## config.mk

```make
export PLATFORM = sky130hd
export DESIGN_NAME = irom_arb
export DESIGN_NICKNAME = d
export VERILOG_FILES = /design/src/rtl/irom_arb_pkg.sv /design/src/rtl/irom_arb.sv
export SDC_FILE = /design/constraint.sdc
export NUM_CORES = 1
export LEC_CHECK = 0
export BUFFER_PORTS_ARGS = -buffer_cell sky130_fd_sc_hd__buf_2
export CORE_MARGIN = 5
export CORE_UTILIZATION = 41
export DETAILED_ROUTE_END_ITERATION = 16
export GPL_ROUTABILITY_DRIVEN = 0
export GPL_TIMING_DRIVEN = 0
export PLACE_DENSITY = 0.82
export SLEW_MARGIN = 20
export SYNTH_ARGS = -nofsm -noshare
export SYNTH_HDL_FRONTEND = slang
export SYNTH_SLANG_ARGS = --single-unit
export TNS_END_PERCENT = 50
```

## constraint.sdc

```tcl
create_clock -name CLK -period 1.3 [get_ports CLK]
set_clock_uncertainty 0.2 [all_clocks]
set_input_delay 0.13 -clock CLK [delete_from_list [all_inputs] [get_ports CLK]]
set_output_delay 0.13 -clock CLK [all_outputs]
set_load 0.02 [all_outputs]
```

## src/rtl/irom_arb_pkg.sv

```systemverilog
// irom_arb_pkg: shared constants and types for the instruction-ROM arbiter and the ROM.
package irom_arb_pkg;

    // Default geometry, shared with irom.
    localparam int unsigned IROM_ADDR_W = 24;
    localparam int unsigned IROM_DATA_W = 32;

    // Width of the port B starvation counter (MAX_WAIT is 0..15).
    localparam int unsigned WAIT_W = 4;

    // Which port owns the ROM data arriving this cycle.
    typedef enum logic [1:0] {
        RESP_NONE = 2'd0,
        RESP_A    = 2'd1,
        RESP_B    = 2'd2
    } resp_e;

endpackage

```

## src/rtl/irom_arb.sv

```systemverilog
// irom_arb: shares the single-port instruction ROM between the fetch port (A) and a
// secondary read port (B). Fetch has priority; B gets a bounded wait of MAX_WAIT cycles.
// ROM data arrives one cycle after the strobe and is routed to the port that issued it.
module irom_arb
    import irom_arb_pkg::*;
#(
    parameter int unsigned ADDR_W   = IROM_ADDR_W,
    parameter int unsigned DATA_W   = IROM_DATA_W,
    parameter int unsigned MAX_WAIT = 4
) (
    input  logic              CLK,
    input  logic              RST_N,

    input  logic              A_REQ,
    input  logic [ADDR_W-1:0] A_ADDR,
    output logic              A_GNT,
    output logic              A_RVALID,
    output logic [DATA_W-1:0] A_RDATA,

    input  logic              B_REQ,
    input  logic [ADDR_W-1:0] B_ADDR,
    output logic              B_GNT,
    output logic              B_RVALID,
    output logic [DATA_W-1:0] B_RDATA,

    output logic [ADDR_W-1:0] ROM_ADDR,
    output logic              ROM_CS,
    input  logic [DATA_W-1:0] ROM_DOUT
);

    localparam logic [WAIT_W-1:0] MAX_WAIT_C = MAX_WAIT[WAIT_W-1:0];

    logic [WAIT_W-1:0] wait_cnt_q, wait_cnt_d;
    resp_e             resp_sel_q, resp_sel_d;
    logic [DATA_W-1:0] hold_a_q, hold_a_d;
    logic [DATA_W-1:0] hold_b_q, hold_b_d;
    logic              b_pri;
    logic              a_gnt, b_gnt;

    // Grant decision and ROM drive; everything is held off while reset is asserted.
    always_comb begin
        b_pri    = (wait_cnt_q >= MAX_WAIT_C);
        b_gnt    = RST_N & B_REQ & (~A_REQ | b_pri);
        a_gnt    = RST_N & A_REQ & ~b_gnt;
        A_GNT    = a_gnt;
        B_GNT    = b_gnt;
        ROM_CS   = a_gnt | b_gnt;
        ROM_ADDR = '0;
        if (RST_N) begin
            ROM_ADDR = b_gnt ? B_ADDR : A_ADDR;
        end
    end

    // Next state: starvation counter, response owner, per-port held data.
    always_comb begin
        wait_cnt_d = wait_cnt_q;
        if (b_gnt) begin
            wait_cnt_d = '0;
        end else if (B_REQ && (wait_cnt_q < MAX_WAIT_C)) begin
            wait_cnt_d = wait_cnt_q + 1'b1;
        end

        resp_sel_d = RESP_NONE;
        if (a_gnt) begin
            resp_sel_d = RESP_A;
        end else if (b_gnt) begin
            resp_sel_d = RESP_B;
        end

        hold_a_d = (resp_sel_q == RESP_A) ? ROM_DOUT : hold_a_q;
        hold_b_d = (resp_sel_q == RESP_B) ? ROM_DOUT : hold_b_q;
    end

    // State registers; an access in flight when reset asserts is dropped.
    always_ff @(posedge CLK or negedge RST_N) begin
        if (!RST_N) begin
            wait_cnt_q <= '0;
            resp_sel_q <= RESP_NONE;
            hold_a_q   <= '0;
            hold_b_q   <= '0;
        end else begin
            wait_cnt_q <= wait_cnt_d;
            resp_sel_q <= resp_sel_d;
            hold_a_q   <= hold_a_d;
            hold_b_q   <= hold_b_d;
        end
    end

    // Read data: live ROM output in the response cycle, otherwise the port's own held copy.
    always_comb begin
        A_RVALID = (resp_sel_q == RESP_A);
        B_RVALID = (resp_sel_q == RESP_B);
        A_RDATA  = A_RVALID ? ROM_DOUT : hold_a_q;
        B_RDATA  = B_RVALID ? ROM_DOUT : hold_b_q;
    end

endmodule

```

==> out/summary.md <==
The flow ran to the end, but the final reports show violations. The final reports fail on hold timing, setup timing. In this run the number of H-tree levels came out at 3.

The run gives 41.55% as the initial cell density of the core. The signal on the critical path passes through buf_4 -> nand2b_4 -> buf_12 -> mux2_4 -> buf_6. Max-cap violations in this run came to 0. The number of antenna-violating nets in the routed design is 0, and the largest stage delay on the critical path is 0.39 ns. The flop-to-flop setup slack came out at -0.32 ns. VDD sags by at most 681.3 uV. Final critical path time including I/O delays and setup: 2.006 ns.

Static timing analysis puts the maximum clock frequency at 498.5 MHz. In the final layout, the share of cells above drive strength 1 is 70.37%. The number of cells traversed by the worst hold path came out at 2.

The run gives 522 as the number of placed instances, taps included. The antenna cell count was 0; the maximum number of pins on one net before global-route repair was 28. The relative area change from synthesis to final layout is 74.23%. Ranked by total cell area, the synthesized netlist is headed by sky130_fd_sc_hd__dfrtp_1 52%, sky130_fd_sc_hd__mux2_4 26%, sky130_fd_sc_hd__mux2i_1 7.4%.

Signal arrival time at the worst endpoint: 1.68 ns. The class of the most critical setup path was reg2out. Number of CTS-inserted buffers: 9. The number of cells on the worst reg-to-reg path is 5. The slew at the pin closest to its max-slew limit is 0.8768 ns, and the final setup violation count is 161. After the flow finishes, the layout carries non-filler instances totaling 564. Kind of start point of the critical path: a flop.

Once detailed placement completed, the half-perimeter wirelength came to 6717 um. When the netlist entered floorplanning its net count stood at 325. TritonCTS built the clock tree. The tools report the number of antenna violations at the first check in global routing as 0.

Static leakage: 2.986 nW. From left edge to right edge, the die measures 100.8 um. The run gives 10840 um as the total wire length. Critical path's slowest cell: sky130_fd_sc_hd__dfrtp_1.

The synthesized design spends more area on one cell type than any other, namely sky130_fd_sc_hd__dfrtp_1. The total overflow reported by the global router is 0. STA classifies the critical path endpoint as an output port.

The via count of the first global-routing pass is 3035, and the clock insertion delay at the later pin of the skew report is 0.33 ns. After detailed routing, the number of remaining DRC violations is 0. After synthesis the netlist holds a flip-flop and latch count of 70.

Power spread over the standard cell area amounts to 1640 mW/mm^2. In this run the cell area measured after placement is 0.004767 mm^2. The portion of the clock cycle consumed by the worst path in the final layout is 154.3%, and the full die area is 0.01016 mm^2.

The via density per instance was 4.782. The run gives 72.39% as the share of the core filled with cells in the final layout. The number of warnings reported in the yosys synthesis log came out at 0. Peak fanout along the critical path: 10. The logs give 80 for the number of failing hold endpoints at the final stage and 19.96% for the global routing usage summed across all routing layers. Clock-pin slew was measured on the worst setup and hold paths at 0.08 ns. The number of library cell types mapped by synthesis was 21; the routed length per placed instance was 19.21 um. Clock tree synthesis selected as its root buffer the cell sky130_fd_sc_hd__clkbuf_8.

The mean area per synthesized cell came out at 14.08 um^2. Counting every sink on the clock net gives 70. The final route contains 2697 vias. After technology mapping, the gate count stands at 240. For the worst setup path, the data required time is 0.97 ns. After floorplanning, the core was divided into 33 placement rows. In this run the tightest slew margin relative to its limit is 41.54%.

The top cell type by area accounts for 51.83% of the synthesized area. The post-synthesis instance area is 0.003379 mm^2. After routing the design area is 0.005888 mm^2.

The logs give 0 for the number of pins exceeding their max-slew limit in the final report and 5 for the hold-fix buffer count after cts. In this run the deepest clock path goes through 2 buffers. The height of the die is 100.8 um.

The area of the core is 0.008134 mm^2, and the portion of the post-synthesis area used by sequential elements is 51.83%. Setup repair after global routing could not meet its margin everywhere. The worst hold slack came out at -0.1557 ns. The number of buffer cells added on primary ports was 176; the first-pass GRT wire length was 15480 um.

The net total in the final layout was 539; the least setup slack across all paths after layout was -0.7061 ns. Number of top-level pins: 177. The detailed router finished its first iteration with 55 violations. The path class of the tightest hold or removal check is in2reg. The tools report the total iterations of the first detailed-routing run as 4.
[final cells by class]
| class | count | area, um^2 |
|---|---|---|
| fillers | 483 | 2246 |
| repair buffers | 205 | 1772 |
| flip-flops and latches | 70 | 1752 |
| multi-input cells | 130 | 1734 |
| plain buffers | 12 | 203.9 |
| well taps | 105 | 131.4 |
| clock buffers | 9 | 123.9 |
| inverters | 26 | 97.59 |
| clock inverters | 7 | 73.82 |
[routing by layer]
| metal | part of all wire (%) | global-route usage [%] | wire, um |
|---|---|---|---|
| met1 | 38 | 22.12 | 4142 |
| met2 | 51 | 35.04 | 5514 |
| met3 | 9.0 | 6.228 | 978 |
| met4 | 1.8 | 8.705 | 200 |
| met5 | 0 | 0 | 0 |
[worst max-delay path, delay by kind of cell (launching register included)]
family                 cells  cell delay (ns)
AND/OR/NAND/NOR            1             0.15
flip-flops                 1             0.39
buffers and inverters      3             0.46
multiplexers               1             0.33
[metrics by stage]
step                      power [W]  setup WS [ns]  TNS, ns
after floorplan            0.005685        -0.2118   -21.80
after global placement     0.006693         -1.696  -109.84
after detailed placement   0.006823        -0.9797   -57.80
after CTS                  0.009178        -0.7219   -80.28
after global routing        0.01014        -0.8143   -86.42
final                      0.009659        -0.7061   -73.11
[placed cells by master, fill, tap and decap left out, types with 2 or more instances in the layout]
| cell type | count |
|---|---|
| sky130_fd_sc_hd__clkbuf_16 | 3 |
| sky130_fd_sc_hd__nand2_1 | 25 |
| sky130_fd_sc_hd__clkinv_4 | 2 |
| sky130_fd_sc_hd__clkinv_2 | 2 |
| sky130_fd_sc_hd__buf_2 | 97 |
| sky130_fd_sc_hd__dfrtp_1 | 70 |
| sky130_fd_sc_hd__buf_4 | 16 |
| sky130_fd_sc_hd__inv_1 | 26 |
| sky130_fd_sc_hd__nor2_2 | 2 |
| sky130_fd_sc_hd__bufbuf_16 | 2 |
| sky130_fd_sc_hd__mux2_4 | 63 |
| sky130_fd_sc_hd__buf_6 | 79 |
| sky130_fd_sc_hd__buf_16 | 2 |
| sky130_fd_sc_hd__clkbuf_8 | 10 |
| sky130_fd_sc_hd__buf_12 | 10 |
| sky130_fd_sc_hd__dlygate4sd3_1 | 4 |
| sky130_fd_sc_hd__nor2_1 | 3 |
| sky130_fd_sc_hd__mux2i_4 | 24 |
[path summary, 6_finish.rpt]
kind | end | startpoint
min in group asynchronous | hold_b_q[15] | RST_N
min | hold_b_q[5] | ROM_DOUT[5]
max reg2reg | hold_a_q[7] | resp_sel_q[0]
min reg2reg | hold_b_q[23] | hold_b_q[23]
max in group asynchronous | wait_cnt_q[2] | RST_N
max | A_RDATA[15] | resp_sel_q[0]
[power by group]
group          internal (W)  total, W  switching (W)
Combinational       0.00257   0.00482        0.00225
Clock              0.000892   0.00176       0.000864
Sequential          0.00284   0.00309       0.000246
[state kept, by name (all words and copies together), names as in the netlist]
register / cells
hold_a_q: 32
hold_b_q: 32
resp_sel_q: 2
wait_cnt_q: 4
[Yosys cell counts]
library cell                n
sky130_fd_sc_hd__dfrtp_1   70
sky130_fd_sc_hd__mux2_4    58
sky130_fd_sc_hd__inv_1     26
sky130_fd_sc_hd__mux2i_1   25
sky130_fd_sc_hd__nand2_1   25
sky130_fd_sc_hd__buf_6     10
sky130_fd_sc_hd__mux2_2     6
sky130_fd_sc_hd__nor2_1     5
sky130_fd_sc_hd__buf_4      2
sky130_fd_sc_hd__clkbuf_1   2
sky130_fd_sc_hd__a21oi_1    1
sky130_fd_sc_hd__a21oi_4    1
sky130_fd_sc_hd__a31oi_1    1
sky130_fd_sc_hd__ha_1       1
sky130_fd_sc_hd__nand2_2    1
sky130_fd_sc_hd__nand2b_1   1
sky130_fd_sc_hd__nor2_2     1
sky130_fd_sc_hd__nor2b_1    1
sky130_fd_sc_hd__nor3b_2    1
sky130_fd_sc_hd__o21a_1     1
sky130_fd_sc_hd__xnor2_1    1
[what timing repair did]
item,CTS,global route
resized for setup,125,66
endpoints found under the setup margin,159,218
setup buffers,8,10
endpoints found under the hold margin,137,80
cloned,3,3
[kinds of logic (layout without fill, tap and decap cells)]
family                     count (synthesis)  after routing  share of synthesized area [%]
muxes                                     89             89                          35.17
buffers and inverters                     40            259                          6.886
and+or+nand+nor                           35             35                          4.443
xor gates and xnor gates                   1              1                         0.2592
adders and majority gates                  1              1                         0.3702
AOI/OAI and AO/OA                          4              4                          1.037
DFF                                       70             70                          51.83
Note: power is estimated with default switching activity, not from simulation.
